## src/rtl/exec_pkg.sv

```systemverilog
// rtl/exec_pkg.sv - shared opcode/state types and sizing for the execute stage
package exec_pkg;

    localparam int W_DEFAULT = 8;
    localparam int MUL_STEPS = 8;

    typedef enum logic [2:0] {
        OP_ADD = 3'd0,
        OP_SUB = 3'd1,
        OP_AND = 3'd2,
        OP_XOR = 3'd3,
        OP_SHL = 3'd4,
        OP_SHR = 3'd5,
        OP_MUL = 3'd6,
        OP_NOP = 3'd7
    } op_t;

    typedef enum logic [1:0] {
        IDLE = 2'd0,
        MUL  = 2'd1,
        WB   = 2'd2
    } state_t;

    // Single-cycle ops write back straight from the combinational ALU.
    function automatic logic is_alu_op(input op_t o);
        return (o != OP_MUL) && (o != OP_NOP);
    endfunction

endpackage

```

## src/rtl/mul_shift_add.sv

```systemverilog
// rtl/mul_shift_add.sv - iterative shift-add multiplier, fixed step count
module mul_shift_add
    import exec_pkg::*;
#(
    parameter int W = W_DEFAULT
) (
    input  logic         clk,
    input  logic         rst_n,
    input  logic         load,
    input  logic         step,
    input  logic [W-1:0] a,
    input  logic [W-1:0] b,
    output logic [W-1:0] prod_lo,
    output logic         prod_hi_nz
);

    // Multiplier bits consumed per step so the product completes in MUL_STEPS steps for any W.
    localparam int SB = (W + MUL_STEPS - 1) / MUL_STEPS;

    logic [2*W-1:0] mcand_q;
    logic [2*W-1:0] acc_q;
    logic [2*W-1:0] acc_nxt;
    logic [W-1:0]   mplier_q;

    always_comb begin
        acc_nxt = acc_q;
        if (step) begin
            for (int i = 0; i < SB; i++) begin
                if (mplier_q[i]) begin
                    acc_nxt = acc_nxt + (mcand_q << i);
                end
            end
        end
    end

    always_ff @(posedge clk or negedge rst_n) begin
        if (!rst_n) begin
            mcand_q  <= '0;
            mplier_q <= '0;
            acc_q    <= '0;
        end else if (load) begin
            mcand_q  <= {{W{1'b0}}, a};
            mplier_q <= b;
            acc_q    <= '0;
        end else if (step) begin
            acc_q    <= acc_nxt;
            mcand_q  <= mcand_q << SB;
            mplier_q <= mplier_q >> SB;
        end
    end

    // Outputs include the step in flight so the caller can capture on the final step edge.
    assign prod_lo    = acc_nxt[W-1:0];
    assign prod_hi_nz = |acc_nxt[2*W-1:W];

endmodule

```

## src/rtl/exec_stage.sv

```systemverilog
// rtl/exec_stage.sv - execute stage: single-cycle ALU plus 8-step multiplier, one write-back per op
module exec_stage
    import exec_pkg::*;
#(
    parameter int W = W_DEFAULT
) (
    input  logic         clk,
    input  logic         rst_n,
    input  logic         start,
    input  logic [2:0]   op,
    input  logic [1:0]   rd_addr,
    input  logic [W-1:0] opA,
    input  logic [W-1:0] opB,
    output logic         busy,
    output logic         wb_en,
    output logic [1:0]   wb_addr,
    output logic [W-1:0] wb_data,
    output logic         zero,
    output logic         carry
);

    state_t       state_q;
    state_t       state_d;
    op_t          op_e;
    logic [2:0]   cnt_q;
    logic [1:0]   rd_q;
    logic [W-1:0] alu_res;
    logic         alu_c;
    logic         accept_alu;
    logic         accept_mul;
    logic         mul_step;
    logic         mul_done;
    logic [W-1:0] mul_lo;
    logic         mul_hi_nz;

    assign op_e = op_t'(op);

    always_comb begin
        alu_res = '0;
        alu_c   = 1'b0;
        case (op_e)
            OP_ADD: {alu_c, alu_res} = {1'b0, opA} + {1'b0, opB};
            OP_SUB: begin
                alu_res = opA - opB;
                alu_c   = (opA >= opB);
            end
            OP_AND: alu_res = opA & opB;
            OP_XOR: alu_res = opA ^ opB;
            OP_SHL: begin
                alu_res = opA << 1;
                alu_c   = opA[W-1];
            end
            OP_SHR: begin
                alu_res = opA >> 1;
                alu_c   = opA[0];
            end
            default: ;
        endcase
    end

    always_comb begin
        state_d    = state_q;
        accept_alu = 1'b0;
        accept_mul = 1'b0;
        mul_step   = 1'b0;
        mul_done   = 1'b0;
        case (state_q)
            IDLE: begin
                if (start && is_alu_op(op_e)) begin
                    accept_alu = 1'b1;
                    state_d    = WB;
                end else if (start && (op_e == OP_MUL)) begin
                    accept_mul = 1'b1;
                    state_d    = MUL;
                end
            end
            MUL: begin
                mul_step = 1'b1;
                if (cnt_q == 3'd7) begin
                    mul_done = 1'b1;
                    state_d  = WB;
                end
            end
            WB:      state_d = IDLE;
            default: state_d = IDLE;
        endcase
    end

    always_ff @(posedge clk or negedge rst_n) begin
        if (!rst_n) begin
            state_q <= IDLE;
        end else begin
            state_q <= state_d;
        end
    end

    // Write-back registers only move on the edge entering WB, so they hold across idle and MUL.
    always_ff @(posedge clk or negedge rst_n) begin
        if (!rst_n) begin
            cnt_q   <= '0;
            rd_q    <= '0;
            wb_addr <= '0;
            wb_data <= '0;
            zero    <= 1'b0;
            carry   <= 1'b0;
        end else begin
            if (accept_mul) begin
                rd_q  <= rd_addr;
                cnt_q <= '0;
            end else if (mul_step) begin
                cnt_q <= cnt_q + 3'd1;
            end

            if (accept_alu) begin
                wb_addr <= rd_addr;
                wb_data <= alu_res;
                zero    <= (alu_res == '0);
                carry   <= alu_c;
            end else if (mul_done) begin
                wb_addr <= rd_q;
                wb_data <= mul_lo;
                zero    <= (mul_lo == '0);
                carry   <= mul_hi_nz;
            end
        end
    end

    mul_shift_add #(.W(W)) u_mul (
        .clk        (clk),
        .rst_n      (rst_n),
        .load       (accept_mul),
        .step       (mul_step),
        .a          (opA),
        .b          (opB),
        .prod_lo    (mul_lo),
        .prod_hi_nz (mul_hi_nz)
    );

    assign busy  = (state_q != IDLE);
    assign wb_en = (state_q == WB);

endmodule

```

## config.mk

```make
export PLATFORM = sky130hd
export DESIGN_NAME = exec_stage
export DESIGN_NICKNAME = d
export VERILOG_FILES = /design/src/rtl/exec_pkg.sv /design/src/rtl/mul_shift_add.sv /design/src/rtl/exec_stage.sv
export SDC_FILE = /design/constraint.sdc
export NUM_CORES = 1
export LEC_CHECK = 0
export ABC_AREA = 1
export CAP_MARGIN = 20
export CELL_PAD_IN_SITES_DETAIL_PLACEMENT = 1
export CELL_PAD_IN_SITES_GLOBAL_PLACEMENT = 2
export CORE_MARGIN = 3
export CORE_UTILIZATION = 33
export CTS_CLUSTER_SIZE = 24
export DETAILED_ROUTE_END_ITERATION = 12
export GPL_ROUTABILITY_DRIVEN = 1
export PLACE_DENSITY = 0.77
export SKIP_CTS_REPAIR_TIMING = 1
export SYNTH_ARGS = -nofsm -noshare
export SYNTH_HDL_FRONTEND = slang
export SYNTH_SLANG_ARGS = --single-unit
```

## constraint.sdc

```tcl
create_clock -name clk -period 2.7 [get_ports clk]
set_clock_uncertainty 0.15 [all_clocks]
set_input_delay 0.405 -clock clk [delete_from_list [all_inputs] [get_ports clk]]
set_output_delay 0.405 -clock clk [all_outputs]
set_load 0.05 [all_outputs]
```

==> results.yml <==
placement:
  place.gp.congestion: 0.823
  place_hpwl_um: 12100
  numPlacedInstances: 895
  port-buffer-count: 37
sta:
  period_share: 0.943
  tightestPinTransition_ns: 0.868
  finalWorstPathRequiredPeriod_ns: 2.55
  timing.final.max_slew_violations: 0
  relSlewSlack: 0.421
  fmax_ghz: 0.393
  whs_ns: 0.343
  setup_tns_ns: 0
  rsz0062_at_grt: "no"
  finalSetupViolCount: 0
  hold_viol_final: 0
power:
  p_leak_nw: 2.92
  p_per_area_nw_per_um2: 994
  power.total_mw: 5.63
  ir_drop_mv: 0.284
clock_network:
  cts_sinks: 59
  cts_inserted_buffers: 9
  cts_buffer_depth: 2
  clkLatencyLatePin_ns: 0.32
  cts_tree: "built"
  cts_root_buf: "clkbuf_16"
  clk_pin_slew_ns: 0.05
  h-tree-depth: 3
drt:
  vias_per_cell: 5.01
  ant_nets: 0
  first_pass_iters: 4
  wire_per_inst_um: 16.2
  drc: 0
  num_vias: 4562
  drt-total-wl_um: 14700
  drt_iter0_drc: 180
global_routing:
  grt.overflow.total: 0
  grtUsageTotal: 0.204
  grt_max_degree: 35
  grt_first_pass_wirelength_um: 24500
  grt_antenna_before_repair: 0
  grt_pass1_vias: 4896
synthesis:
  synth_async_sr_flop_share: 1.00
  yosysSeqAreaShare: 0.322
  syn_inst: 665
  avgSynthCellArea_um2: 6.89
  synth-edff-count: 0
  synth_area_um2: 4580
  syn-num-nets: 726
  yosysWarnings: 0
  ys_types: 42
  ys.flop_type: "dfrtp_1"
  synth_seq_cells: 59
worst_setup_path:
  reg2reg_depth: 11
  path_max_fanout: 3
  start_kind: "input pin"
  arrival_ns: 2.65
  critical_path_required_ns: 2.80
  path_class: "in -> reg"
  cp-end-kind: "flop"
cells_and_area:
  final_util: 0.423
  fill_cells: 1724
  n_antenna_cell: 0
  syn2layout_area_growth_pct: 23.5
  final_nets: 792
  drive_gt1_frac: 0.105
  stdcell_count: 910
floorplan:
  start_util: 0.342
  dieHeight_um: 124
  core_area_um2: 13400
  ios: 38
  fp-row-count: 42
  fp.dieW_um: 124
  die_area_um2: 15300
run:
  max_cap_viol_count: 0
outcome:
  status: "finished, final reports clean"
hold_path:
  worstHoldPathType: "reg -> reg"
  hold-path-cell-count: 2
-- placed cells by master, fill, tap and decap left out, types with 2 or more instances in the layout --
master	synthesis	layout
nand2_1	191	191
inv_1	102	102
dfrtp_1	59	59
nor2_1	56	56
nand3_1	54	54
clkdlybuf4s50_1	0	35
ha_1	34	33
buf_4	4	33
a21oi_1	21	21
o22ai_1	19	19
o211ai_1	19	19
o21ai_0	18	18
nand4_1	9	9
clkbuf_16	0	9
or2_2	8	8
inv_2	7	7
o221ai_1	5	5
o21bai_1	4	4
or2_1	4	4
nor2_2	3	3
a31oi_1	3	3
xnor2_1	3	3
clkbuf_8	0	3
nor3_1	2	2
a21oi_2	2	2
or2_0	2	2
xor2_1	2	2
nand3b_1	2	2
o21ai_1	2	2
o21ai_2	2	2
and2_1	2	2
a22o_1	2	2
fa_1	3	2
-- flip-flops by register name, summed over array words and instances, names as in the netlist --
signal,cells
cnt_q,3
u_mul.mplier_q,8
carry,1
rd_q,2
wb_data,8
u_mul.mcand_q,16
state_q,2
wb_addr,2
zero,1
u_mul.acc_q,16
-- layout make-up --
class                           count  area, um2  share of cell area
Tap cell                          176        220              0.0389
Sequential cell                    59       1480               0.261
Timing Repair Buffer               72        646               0.114
Clock inverter                      2       35.0             0.00619
Multi-Input combinational cell    479       2600               0.460
Inverter                          110        415              0.0734
Clock buffer                       12        267              0.0471
-- synth_stat cells, types with 3 or more instances --
cell,number,area share
a21oi_1,21,0.023
nor2_1,56,0.046
or2_1,4,0.0055
o211ai_1,19,0.031
nor2_2,3,0.0041
buf_2,7,0.0076
clkbuf_1,4,0.0033
o21bai_1,4,0.0066
a31oi_1,3,0.0041
buf_4,4,0.0066
ha_1,34,0.093
o221ai_1,5,0.0096
nand2_1,191,0.16
inv_1,102,0.084
xnor2_1,3,0.0057
or2_2,8,0.011
inv_2,7,0.0057
o22ai_1,19,0.026
nand4_1,9,0.012
dfrtp_1,59,0.32
nand3_1,54,0.059
o21ai_0,18,0.020
fa_1,3,0.013
-- critical path, cell delays in order --
cell             delay, ns
clkdlybuf4s50_1       0.42
inv_1                 0.09
ha_1                  0.15
inv_1                 0.05
fa_1                  0.39
nand2_1               0.12
nand2_1               0.06
a21oi_1               0.12
buf_4                 0.14
nand2_1               0.05
nand3_1               0.07
nand2_1               0.06
nor2_2                0.10
nand3_1               0.10
nor2_1                0.10
nand3b_1              0.10
a21oi_2               0.12
-- final timing paths --
| check | start | endpoint | slack, ns |
|---|---|---|---|
| max in group asynchronous | rst_n | u_mul.mcand_q[1]$_DFFE_PN0P_ | 1.30 |
| worst max-delay path | opA[0] | zero$_DFFE_PN0P_ | 0.15 |
| worst max register to register | u_mul.mcand_q[0]$_DFFE_PN0P_ | zero$_DFFE_PN0P_ | 0.29 |
| worst min-delay path | rd_q[0]$_DFFE_PN0P_ | rd_q[0]$_DFFE_PN0P_ | 0.34 |
| min in group asynchronous | rst_n | u_mul.acc_q[13]$_DFFE_PN0P_ | 0.48 |
| worst min register to register | rd_q[0]$_DFFE_PN0P_ | rd_q[0]$_DFFE_PN0P_ | 0.34 |
-- metrics by stage --
stage | area [um2] | setup WS, ns
5_1_grt | 5660 | 0.00924
2_1_floorplan | 4580 | 0.474
4_1_cts | 5640 | 0.0995
3_3_place_gp | 5340 | -0.132
6_report | 5660 | 0.154
3_5_place_dp | 5340 | -0.206
-- power by group --
| group | switching, mW | internal [mW] |
|---|---|---|
| registers | 0.277 | 1.26 |
| clock network | 0.368 | 0.775 |
| logic | 1.86 | 1.09 |
| total | 2.50 | 3.13 |
-- kinds of logic after synthesis --
family | synth area share
flip-flops | 0.322
AO/OA/AOI/OAI | 0.137
buffers and inverters | 0.111
AND/OR/NAND/NOR | 0.314
XOR/XNOR | 0.00955
adder cells (fa/ha/maj) | 0.106
-- per-layer routing --
layer	wire length (um)	track usage	up-vias
li1	-	-	2280
met1	6810	0.262	2197
met2	7310	0.364	65
met3	312	0.0236	20
met4	277	0.0547	0
met5	0	0	-
(Power assumes the default switching activity.)
